`src/rtl/uart_rx_fifo.sv`:
```
// -----------------------------------------------------------------------------
// uart_rx_fifo
//   8N1 UART receiver with a runtime-programmable bit period feeding a small
//   receive FIFO with a valid/ready read port and sticky error flags.
//
// Parameters
//   DEPTH       : receive FIFO entries (power of two, 2..64)
//   DEFAULT_DIV : bit period in clk cycles after reset
//
// Ports
//   clk        : sole clock, rising edge
//   resetn     : asynchronous active-low reset
//   ser_rx     : asynchronous serial line, idle high
//   cfg_div_we : write strobe for cfg_div
//   cfg_div    : new bit period in clk cycles (values below 4 clamp to 4)
//   err_clr    : clears overflow and frame_err
//   rd_valid   : FIFO non-empty, rd_data valid
//   rd_data    : oldest received byte
//   rd_ready   : consumer accepts rd_data when high together with rd_valid
//   count      : current FIFO occupancy
//   overflow   : sticky, a byte was dropped because the FIFO was full
//   frame_err  : sticky, a stop bit was sampled low
// -----------------------------------------------------------------------------
module uart_rx_fifo #(
    parameter int DEPTH       = 8,
    parameter int DEFAULT_DIV = 106
) (
    input  logic                     clk,
    input  logic                     resetn,
    input  logic                     ser_rx,
    input  logic                     cfg_div_we,
    input  logic [15:0]              cfg_div,
    input  logic                     err_clr,
    output logic                     rd_valid,
    output logic [7:0]               rd_data,
    input  logic                     rd_ready,
    output logic [$clog2(DEPTH):0]   count,
    output logic                     overflow,
    output logic                     frame_err
);

    localparam int AW = $clog2(DEPTH);
    localparam int CW = AW + 1;

    typedef enum logic [2:0] {
        ST_IDLE      = 3'd0,
        ST_START     = 3'd1,
        ST_DATA      = 3'd2,
        ST_STOP      = 3'd3,
        ST_WAIT_IDLE = 3'd4
    } state_t;

    // Synchronizer and edge detection
    logic r_sync1;
    logic r_sync2;
    logic r_rx_prev;

    // Divider registers
    logic [15:0] r_div;
    logic [15:0] r_frame_div;

    // Receiver FSM state
    state_t      r_state;
    logic [15:0] r_cnt;
    logic [2:0]  r_bit_idx;
    logic [7:0]  r_shift;

    // FIFO storage and pointers
    logic [7:0]    r_mem [DEPTH];
    logic [AW-1:0] r_wptr;
    logic [AW-1:0] r_rptr;

    // Combinational helpers
    logic          w_fall;
    logic          w_cnt_zero;
    logic          w_push;
    logic          w_frame_err_set;
    logic          w_pop;
    logic          w_full;
    logic          w_do_push;
    logic          w_overflow_set;
    logic [CW-1:0] w_count_nxt;
    logic [CW-1:0] w_remain;
    logic [AW-1:0] w_rptr_nxt;
    logic [7:0]    w_rd_data_nxt;

    // Two-flop synchronizer; flops reset to the idle (high) line level
    always_ff @(posedge clk or negedge resetn) begin
        if (!resetn) begin
            r_sync1   <= 1'b1;
            r_sync2   <= 1'b1;
            r_rx_prev <= 1'b1;
        end else begin
            r_sync1   <= ser_rx;
            r_sync2   <= r_sync1;
            r_rx_prev <= r_sync2;
        end
    end

    // Programmable bit period, clamped so the half-bit count stays nonzero
    always_ff @(posedge clk or negedge resetn) begin
        if (!resetn) begin
            r_div <= 16'(DEFAULT_DIV);
        end else if (cfg_div_we) begin
            r_div <= (cfg_div < 16'd4) ? 16'd4 : cfg_div;
        end else begin
            r_div <= r_div;
        end
    end

    // Receiver decode terms
    always_comb begin
        w_fall          = r_rx_prev & ~r_sync2;
        w_cnt_zero      = (r_cnt == 16'd0);
        w_push          = 1'b0;
        w_frame_err_set = 1'b0;
        if ((r_state == ST_STOP) && w_cnt_zero) begin
            w_push          = r_sync2;
            w_frame_err_set = ~r_sync2;
        end else begin
            w_push          = 1'b0;
            w_frame_err_set = 1'b0;
        end
    end

    // Receiver FSM: start qualification, LSB-first data shift, stop check
    always_ff @(posedge clk or negedge resetn) begin
        if (!resetn) begin
            r_state     <= ST_IDLE;
            r_cnt       <= 16'd0;
            r_bit_idx   <= 3'd0;
            r_shift     <= 8'd0;
            r_frame_div <= 16'(DEFAULT_DIV);
        end else begin
            case (r_state)
                ST_IDLE: begin
                    if (w_fall) begin
                        // Frame divider is frozen here so mid-frame writes wait
                        r_frame_div <= r_div;
                        r_cnt       <= (r_div >> 1) - 16'd1;
                        r_state     <= ST_START;
                    end else begin
                        r_state <= ST_IDLE;
                    end
                end
                ST_START: begin
                    if (w_cnt_zero) begin
                        if (!r_sync2) begin
                            r_cnt     <= r_frame_div - 16'd1;
                            r_bit_idx <= 3'd0;
                            r_state   <= ST_DATA;
                        end else begin
                            // Line back high at mid-start: glitch, no flag
                            r_state <= ST_IDLE;
                        end
                    end else begin
                        r_cnt <= r_cnt - 16'd1;
                    end
                end
                ST_DATA: begin
                    if (w_cnt_zero) begin
                        r_shift <= {r_sync2, r_shift[7:1]};
                        r_cnt   <= r_frame_div - 16'd1;
                        if (r_bit_idx == 3'd7) begin
                            r_state <= ST_STOP;
                        end else begin
                            r_bit_idx <= r_bit_idx + 3'd1;
                        end
                    end else begin
                        r_cnt <= r_cnt - 16'd1;
                    end
                end
                ST_STOP: begin
                    if (w_cnt_zero) begin
                        r_state <= r_sync2 ? ST_IDLE : ST_WAIT_IDLE;
                    end else begin
                        r_cnt <= r_cnt - 16'd1;
                    end
                end
                ST_WAIT_IDLE: begin
                    // A held-low break produces a single frame error
                    if (r_sync2) begin
                        r_state <= ST_IDLE;
                    end else begin
                        r_state <= ST_WAIT_IDLE;
                    end
                end
                default: begin
                    r_state <= ST_IDLE;
                end
            endcase
        end
    end

    // FIFO control: pop/push arbitration and next read head
    always_comb begin
        w_pop          = rd_valid & rd_ready;
        w_full         = (count == CW'(DEPTH));
        w_do_push      = w_push & (~w_full | w_pop);
        w_overflow_set = w_push & w_full & ~w_pop;
        w_count_nxt    = count + CW'(w_do_push) - CW'(w_pop);
        w_remain       = count - CW'(w_pop);
        w_rptr_nxt     = w_pop ? (r_rptr + AW'(1)) : r_rptr;
        w_rd_data_nxt  = rd_data;
        if (w_count_nxt == CW'(0)) begin
            w_rd_data_nxt = rd_data;
        end else if (w_do_push && (w_remain == CW'(0))) begin
            // The byte being written becomes the head immediately
            w_rd_data_nxt = r_shift;
        end else begin
            w_rd_data_nxt = r_mem[w_rptr_nxt];
        end
    end

    // FIFO storage write port
    always_ff @(posedge clk) begin
        if (w_do_push) begin
            r_mem[r_wptr] <= r_shift;
        end else begin
            r_mem[r_wptr] <= r_mem[r_wptr];
        end
    end

    // FIFO pointers, occupancy and registered read port
    always_ff @(posedge clk or negedge resetn) begin
        if (!resetn) begin
            r_wptr   <= '0;
            r_rptr   <= '0;
            count    <= '0;
            rd_valid <= 1'b0;
            rd_data  <= 8'd0;
        end else begin
            r_wptr   <= w_do_push ? (r_wptr + AW'(1)) : r_wptr;
            r_rptr   <= w_rptr_nxt;
            count    <= w_count_nxt;
            rd_valid <= (w_count_nxt != CW'(0));
            rd_data  <= w_rd_data_nxt;
        end
    end

    // Sticky error flags; a coincident set beats err_clr
    always_ff @(posedge clk or negedge resetn) begin
        if (!resetn) begin
            overflow  <= 1'b0;
            frame_err <= 1'b0;
        end else begin
            if (w_overflow_set) begin
                overflow <= 1'b1;
            end else if (err_clr) begin
                overflow <= 1'b0;
            end else begin
                overflow <= overflow;
            end
            if (w_frame_err_set) begin
                frame_err <= 1'b1;
            end else if (err_clr) begin
                frame_err <= 1'b0;
            end else begin
                frame_err <= frame_err;
            end
        end
    end

endmodule

```
`config.mk`:
```
export PLATFORM = sky130hd
export DESIGN_NAME = uart_rx_fifo
export DESIGN_NICKNAME = d
export VERILOG_FILES = /design/src/rtl/uart_rx_fifo.sv
export SDC_FILE = /design/constraint.sdc
export NUM_CORES = 1
export LEC_CHECK = 0
export BUFFER_PORTS_ARGS = -buffer_cell sky130_fd_sc_hd__buf_2
export CAP_MARGIN = 20
export CORE_MARGIN = 2
export CORE_UTILIZATION = 35
export DETAILED_ROUTE_END_ITERATION = 8
export SYNTH_ARGS = -nofsm -noshare
export SYNTH_HDL_FRONTEND = slang
export SYNTH_SLANG_ARGS = --single-unit
```
`constraint.sdc`:
```
create_clock -name clk -period 6.8 [get_ports clk]
set_input_delay 1.02 -clock clk [delete_from_list [all_inputs] [get_ports clk]]
set_output_delay 1.02 -clock clk [all_outputs]
set_load 0.02 [all_outputs]
```
Word-level counts from Yosys, hierarchy flattened

Memories as Yosys holds them, arrays and structs flattened.
Index checks and enable logic that the tools add are counted.

$add $sub $neg: 9
$lt $le $gt $ge: 1
Equality and inequality tests: 16
Multiplexer cells: 31
Bitwise gates (word level): 10
Reductions and logical operators: 17

Operators with widths:

| cell                                                         | number |
|---|---|
| two-way mux 16 bit                                           | 6 |
| case mux 16 bit (4 select lines)                             | 1 |
| subtractor 16 x 1 -> 16 bit (second input constant)          | 2 |
| two-way mux 3 bit                                            | 10 |
| logical NOT 16 bit                                           | 1 |
| less-than comparator 16 x 3 -> 1 bit (second input constant) | 1 |
| two-way mux 8 bit                                            | 2 |
| inequality test 2 bit (second input constant)                | 8 |
| subtractor 15 x 1 -> 16 bit (second input constant)          | 1 |
| case mux 3 bit (5 select lines)                              | 1 |
| adder 3 x 1 -> 3 bit (second input constant)                 | 3 |
| two-way mux 1 bit                                            | 9 |
| logical NOT 4 bit                                            | 2 |
| AND reduction 4 bit                                          | 2 |
| nonzero test 4 bit                                           | 2 |
| subtractor 4 x 1 -> 4 bit                                    | 2 |
| equality test 3 x 2 -> 1 bit (second input constant)         | 2 |
| equality test 3 bit (second input constant)                  | 2 |
| case mux 3 bit (2 select lines)                              | 1 |
| AND reduction 2 bit                                          | 3 |
| nonzero test 2 bit                                           | 3 |
| bitwise AND 1 bit                                            | 5 |
| AND reduction 5 bit                                          | 1 |
| adder 4 x 1 -> 4 bit                                         | 1 |
| 9 further kinds                                              | 13 |

Bits in registers: 86
Memory bits (writable): 64
Input bits: 22
Word-level logic and storage cells: 101
Memories: 1

Memory list:

| memory | depth | bits a word | rd ports | clocked after Yosys merged registers in | wr ports | line | RTL |
|---|---|---|---|---|---|---|---|
| r_mem  | 8     | 8           | 1        | 0                                       | 1        | 69   | `logic [7:0] r_mem [DEPTH];` |

Longest topological paths before layout

Word-level depth: 7
Mapped depth: 15

Worst setup path after synthesis

Ideal clock, no wire load.

Path kind: register -> register
Start point: reg r_cnt[0]
End point: reg rd_data[0]
Library setup time: 0.125 ns
Arrival time: 4.033 ns
Data required time: 6.675 ns
Slack: 2.642 ns
Stages on the path, launching flop included: 14
Period minus slack after synthesis: 4.158 ns
Path through: dfrtp_1 inv_1 ha_1 nor3b_1 and3_1 clkbuf_1 nand2_1 o31ai_1 ha_1 inv_1 fa_1 inv_1 nor4_1 mux2_2

Word-level cells in the longest chain between the ends: 7
Elaborated cells between the ends (all ways): 9
Classes of those cells: add/sub: 2; mux: 2; bitwise: 1; reduce/logical: 4

Ends and longest elaborated chain:

| item                      | line | RTL |
|---|---|---|
| start, declared           | 64   | `logic [15:0] r_cnt;` |
| start signal, assigned    | 140  | `r_cnt <= (r_div >> 1) - 16'd1;` |
| start signal, assigned    | 149  | `r_cnt <= r_frame_div - 16'd1;` |
| start signal, assigned    | 157  | `r_cnt <= r_cnt - 16'd1;` |
| logical NOT 16 bit        | 114  | `w_cnt_zero = (r_cnt == 16'd0);` |
| logical AND 1 bit         | 117  | `if ((r_state == ST_STOP) && w_cnt_zero) begin` |
| two-way mux 1 bit         | 117  |  |
| bitwise AND 1 bit         | 199  | `w_do_push = w_push & (~w_full \| w_pop);` |
| adder 4 x 1 -> 4 bit      | 201  | `w_count_nxt = count + CW'(w_do_push) - CW'(w_pop);` |
| subtractor 4 x 1 -> 4 bit | 201  |  |
| named net w_count_nxt[1]  | 82   | `logic [CW-1:0] w_count_nxt;` |
| logical NOT 4 bit         | 205  | `if (w_count_nxt == CW'(0)) begin` |
| end signal, assigned      | 237  | `rd_data <= w_rd_data_nxt;` |
| end, declared             | 35   | `output logic [7:0] rd_data,` |

The timed path passes the listed nets, and every way through them passes these cells.
A chain may end at the register's enable or synchronous reset.

Final worst setup path

Same ends and word-level chain as after synthesis.

==> reports/results.txt <==
distinct cell type count of the synthesized netlist = 61
final worst path period share = 58.31%
CTS Buffer Depth = 2
Synth warnings = 0
Static Leakage = 3.101 nW
Die Wd = 146.8 µm
Yosys reg bits = 150
Max Cap Viol = 0
nature of the critical path endpoint = register
DP Wirelength = 10560 µm
CP max stage cell = nor3b_1
synthesized area = 0.007139 mm²
Critical Path RT = 7100 ps
layout cells sized above 1 = 27.42%
RSZ-0062 raised after global routing = false
net switching power = 1.116 mW
Rel. slew slack = 32.61%
die height = 146.8 µm
clock skew = 15.55 ps
ANT cells = 0
FFs w/ async S/R, synth = 57.33%
Int Power = 2.177 mW
outcome = finished, final reports clean
CTS HTree Levels = 4
switching portion of total power = 33.90%
complex-gate fraction of the synthesized area = 8.710%
largest net degree at the start of global routing = 87
setup_tns = 0 ps
top cells by count, synth = 75 x dfrtp_1, 64 x edfxtp_1, 52 x mux2_2, 30 x nor2_1, 29 x inv_1
Inserted Clock Buffers = 17
Clock power frac = 27.6%
Most used DFF post-synth = dfrtp_1
post-synthesis simple-gate area fraction = 10.27%
CP dominant cell by count = inv_1
Setup Viol. Count Final = 0
post-synthesis sequential area ratio = 57.26%
fmax = 252.2 MHz
final hold viol count = 0
Final ANT Viol Nets = 0
final worst path period need = 3965 ps
total core area = 0.02010 mm²
Largest stage delay, worst path = 570 ps
mean post-synth cell area = 13.00 µm²
I/O pin count = 37
Post-Synth Adder-Cell Area = 2.699%
Syn Nets = 585
synthesis-to-layout area growth = 15.69%
Post-CTS Setup Inserts = 0
mux cell area share after synthesis = 14.65%
Crit Path Class = register to register
hold crit path type = register to register
largest family of logic cells by synthesized area = multiplexers
number of DRC markers in iteration 0 = 286
Root Driver = clkbuf_16
Total Power = 3.293 mW
Worst VDD drop = 208.6 µV
CP Max Fanout = 10
EDFF count, synth = 64
largest area contributor in the netlist = edfxtp_1
DR vias = 4651
post-synth top area share = 26.92%
drt first pass iters = 5
hold_buf cts = 0
global-route wire length before repair = 25460 µm
fraction of synthesized cell area in xor and xnor cells = 3.558%
die area = 0.02156 mm²
Worst-path clk slew = 60 ps
sequential share of power = 39.0%
vias in the first global route = 4744
power per cell area = 398.7 mW/mm²
Synth area leaders = edfxtp_1 27%, dfrtp_1 26%, mux2_2 8.2%
worst slew pin tran = 1004 ps
WP data arrival = 4270 ps
most frequent cell after synthesis = dfrtp_1
count of buffer and inverter cells on the critical path = 4
cell family with most CP delay = simple AND/OR/NAND/NOR gates
combinational share of power = 33.5%
CTS resizes = 0
grt ovf = 0
Skew-Pair Late Insertion Delay = 430 ps
Global Route Usage Sum = 15.05%
Starting Density = 35.51%
Post-route DRC = 0
CP Launch Type = register
worst-path cell chain = inv_1 -> ha_1 -> nor3b_1 -> and3_1 -> nand2_1 -> o31ai_1 -> ha_1 -> inv_1 -> fa_1 -> inv_1 -> nor4_1 -> buf_4 -> mux2_2
Wirelength per Cell = 17.40 µm
clock sink count = 150
nets = 632
vias per inst = 5.291
final WL = 15300 µm
GPL Wtd Cong = 0.8409
antenna violations before repair = 0
Mapped Cells = 549
Port Buffers = 36
CTS tree = yes
row count = 52
max-slew violations = 0
[power by group through the flow]
stage | clock network, mW | logic (mW) | registers (mW)
detailed placement | 0 | 1.11 | 1.30
floorplan | 0 | 0.810 | 1.28
finish | 0.908 | 1.10 | 1.28
global placement | 0 | 1.08 | 1.29
CTS | 0.926 | 1.12 | 1.28
global route | 0.971 | 1.21 | 1.31
[per-stage QoR]
| step | std cells | setup slack [ps] | util [%] | hold slack [ps] | instance area [µm²] |
|---|---|---|---|---|---|
| after CTS | 876 | 2803 | 40.88 | 356.3 | 8219 |
| after global placement | 843 | 2960 | 38.03 | 346.6 | 7645 |
| after global routing | 879 | 2452 | 41.08 | 362.2 | 8259 |
| after detailed placement | 844 | 2829 | 38.05 | 347.6 | 7650 |
| after floorplan | 549 | 2642 | - | 345.2 | 7139 |
| final | 879 | 2835 | 41.08 | 357.5 | 8259 |
[cells in the final DEF, fill, tap and decap left out, types with 13 or more instances in the layout]
master,synthesis,layout
mux2_2,52,52
o22ai_1,14,14
nand2_1,24,24
dfrtp_1,75,75
nor2_1,30,30
mux4_2,16,16
xnor2_1,17,16
buf_2,1,36
o21ai_0,18,18
clkbuf_16,0,17
nor3_1,26,26
ha_1,13,13
edfxtp_1,64,64
inv_1,29,29
[worst paths after layout]
kind | slack [ps] | start | cells after the start | to
hold reg to reg | 360 | r_sync1 | 0 | r_sync2
min in group asynchronous | 450 | resetn | 1 | r_bit_idx[1]
max in group asynchronous | 5680 | resetn | 2 | r_div[1]
setup reg to reg | 2840 | r_cnt[0] | 13 | rd_data[0]
setup / recovery | 2840 | r_cnt[0] | 13 | rd_data[0]
hold / removal | 360 | r_sync1 | 0 | r_sync2
[cells by family (layout without fill, tap and decap cells)]
kind of cell    Yosys count  in the layout
compound gates           90             90
xor+xnor                 29             29
fa+ha+maj                15             15
buf+inv                  50            110
flops                   150            150
mux                      77             77
simple gates            138            138
[area by class of cell]
type / instances / area (µm²)
Tap cell: 270 / 337.8
Clock inverter: 12 / 122.6
Inverter: 29 / 108.9
Sequential cell: 150 / 4088
Fill cell: 1856 / 11850
Clock buffer: 20 / 446.7
Multi-Input combinational cell: 349 / 2860
Timing Repair Buffer: 49 / 295.3
[registers in the layout, indices dropped and copies added (netlist names), 3 cells and up]
register     count
r_shift          8
r_bit_idx        3
r_state          3
r_frame_div     16
rd_data          8
r_cnt           16
count            4
r_rptr           3
r_div           16
r_mem           64
r_wptr           3
[worst reg2reg max path: stages, from the launching register on]
cell and delay [ps]:
dfrtp_1 410, inv_1 100, ha_1 180, nor3b_1 570, and3_1 360, nand2_1 240, o31ai_1 350, ha_1 210
inv_1 60, fa_1 490, inv_1 50, nor4_1 280, buf_4 220, mux2_2 340
[per-layer routing]
| layer | up-vias | share of wire [%] | GRT usage (%) |
|---|---|---|---|
| met5 | - | 0 | 0 |
| met4 | 0 | 1.7 | 5.000 |
| met3 | 21 | 3.8 | 4.193 |
| met2 | 99 | 48 | 23.69 |
| met1 | 2352 | 47 | 20.24 |
| li1 | 2179 | - | - |
(Power assumes the default switching activity.)
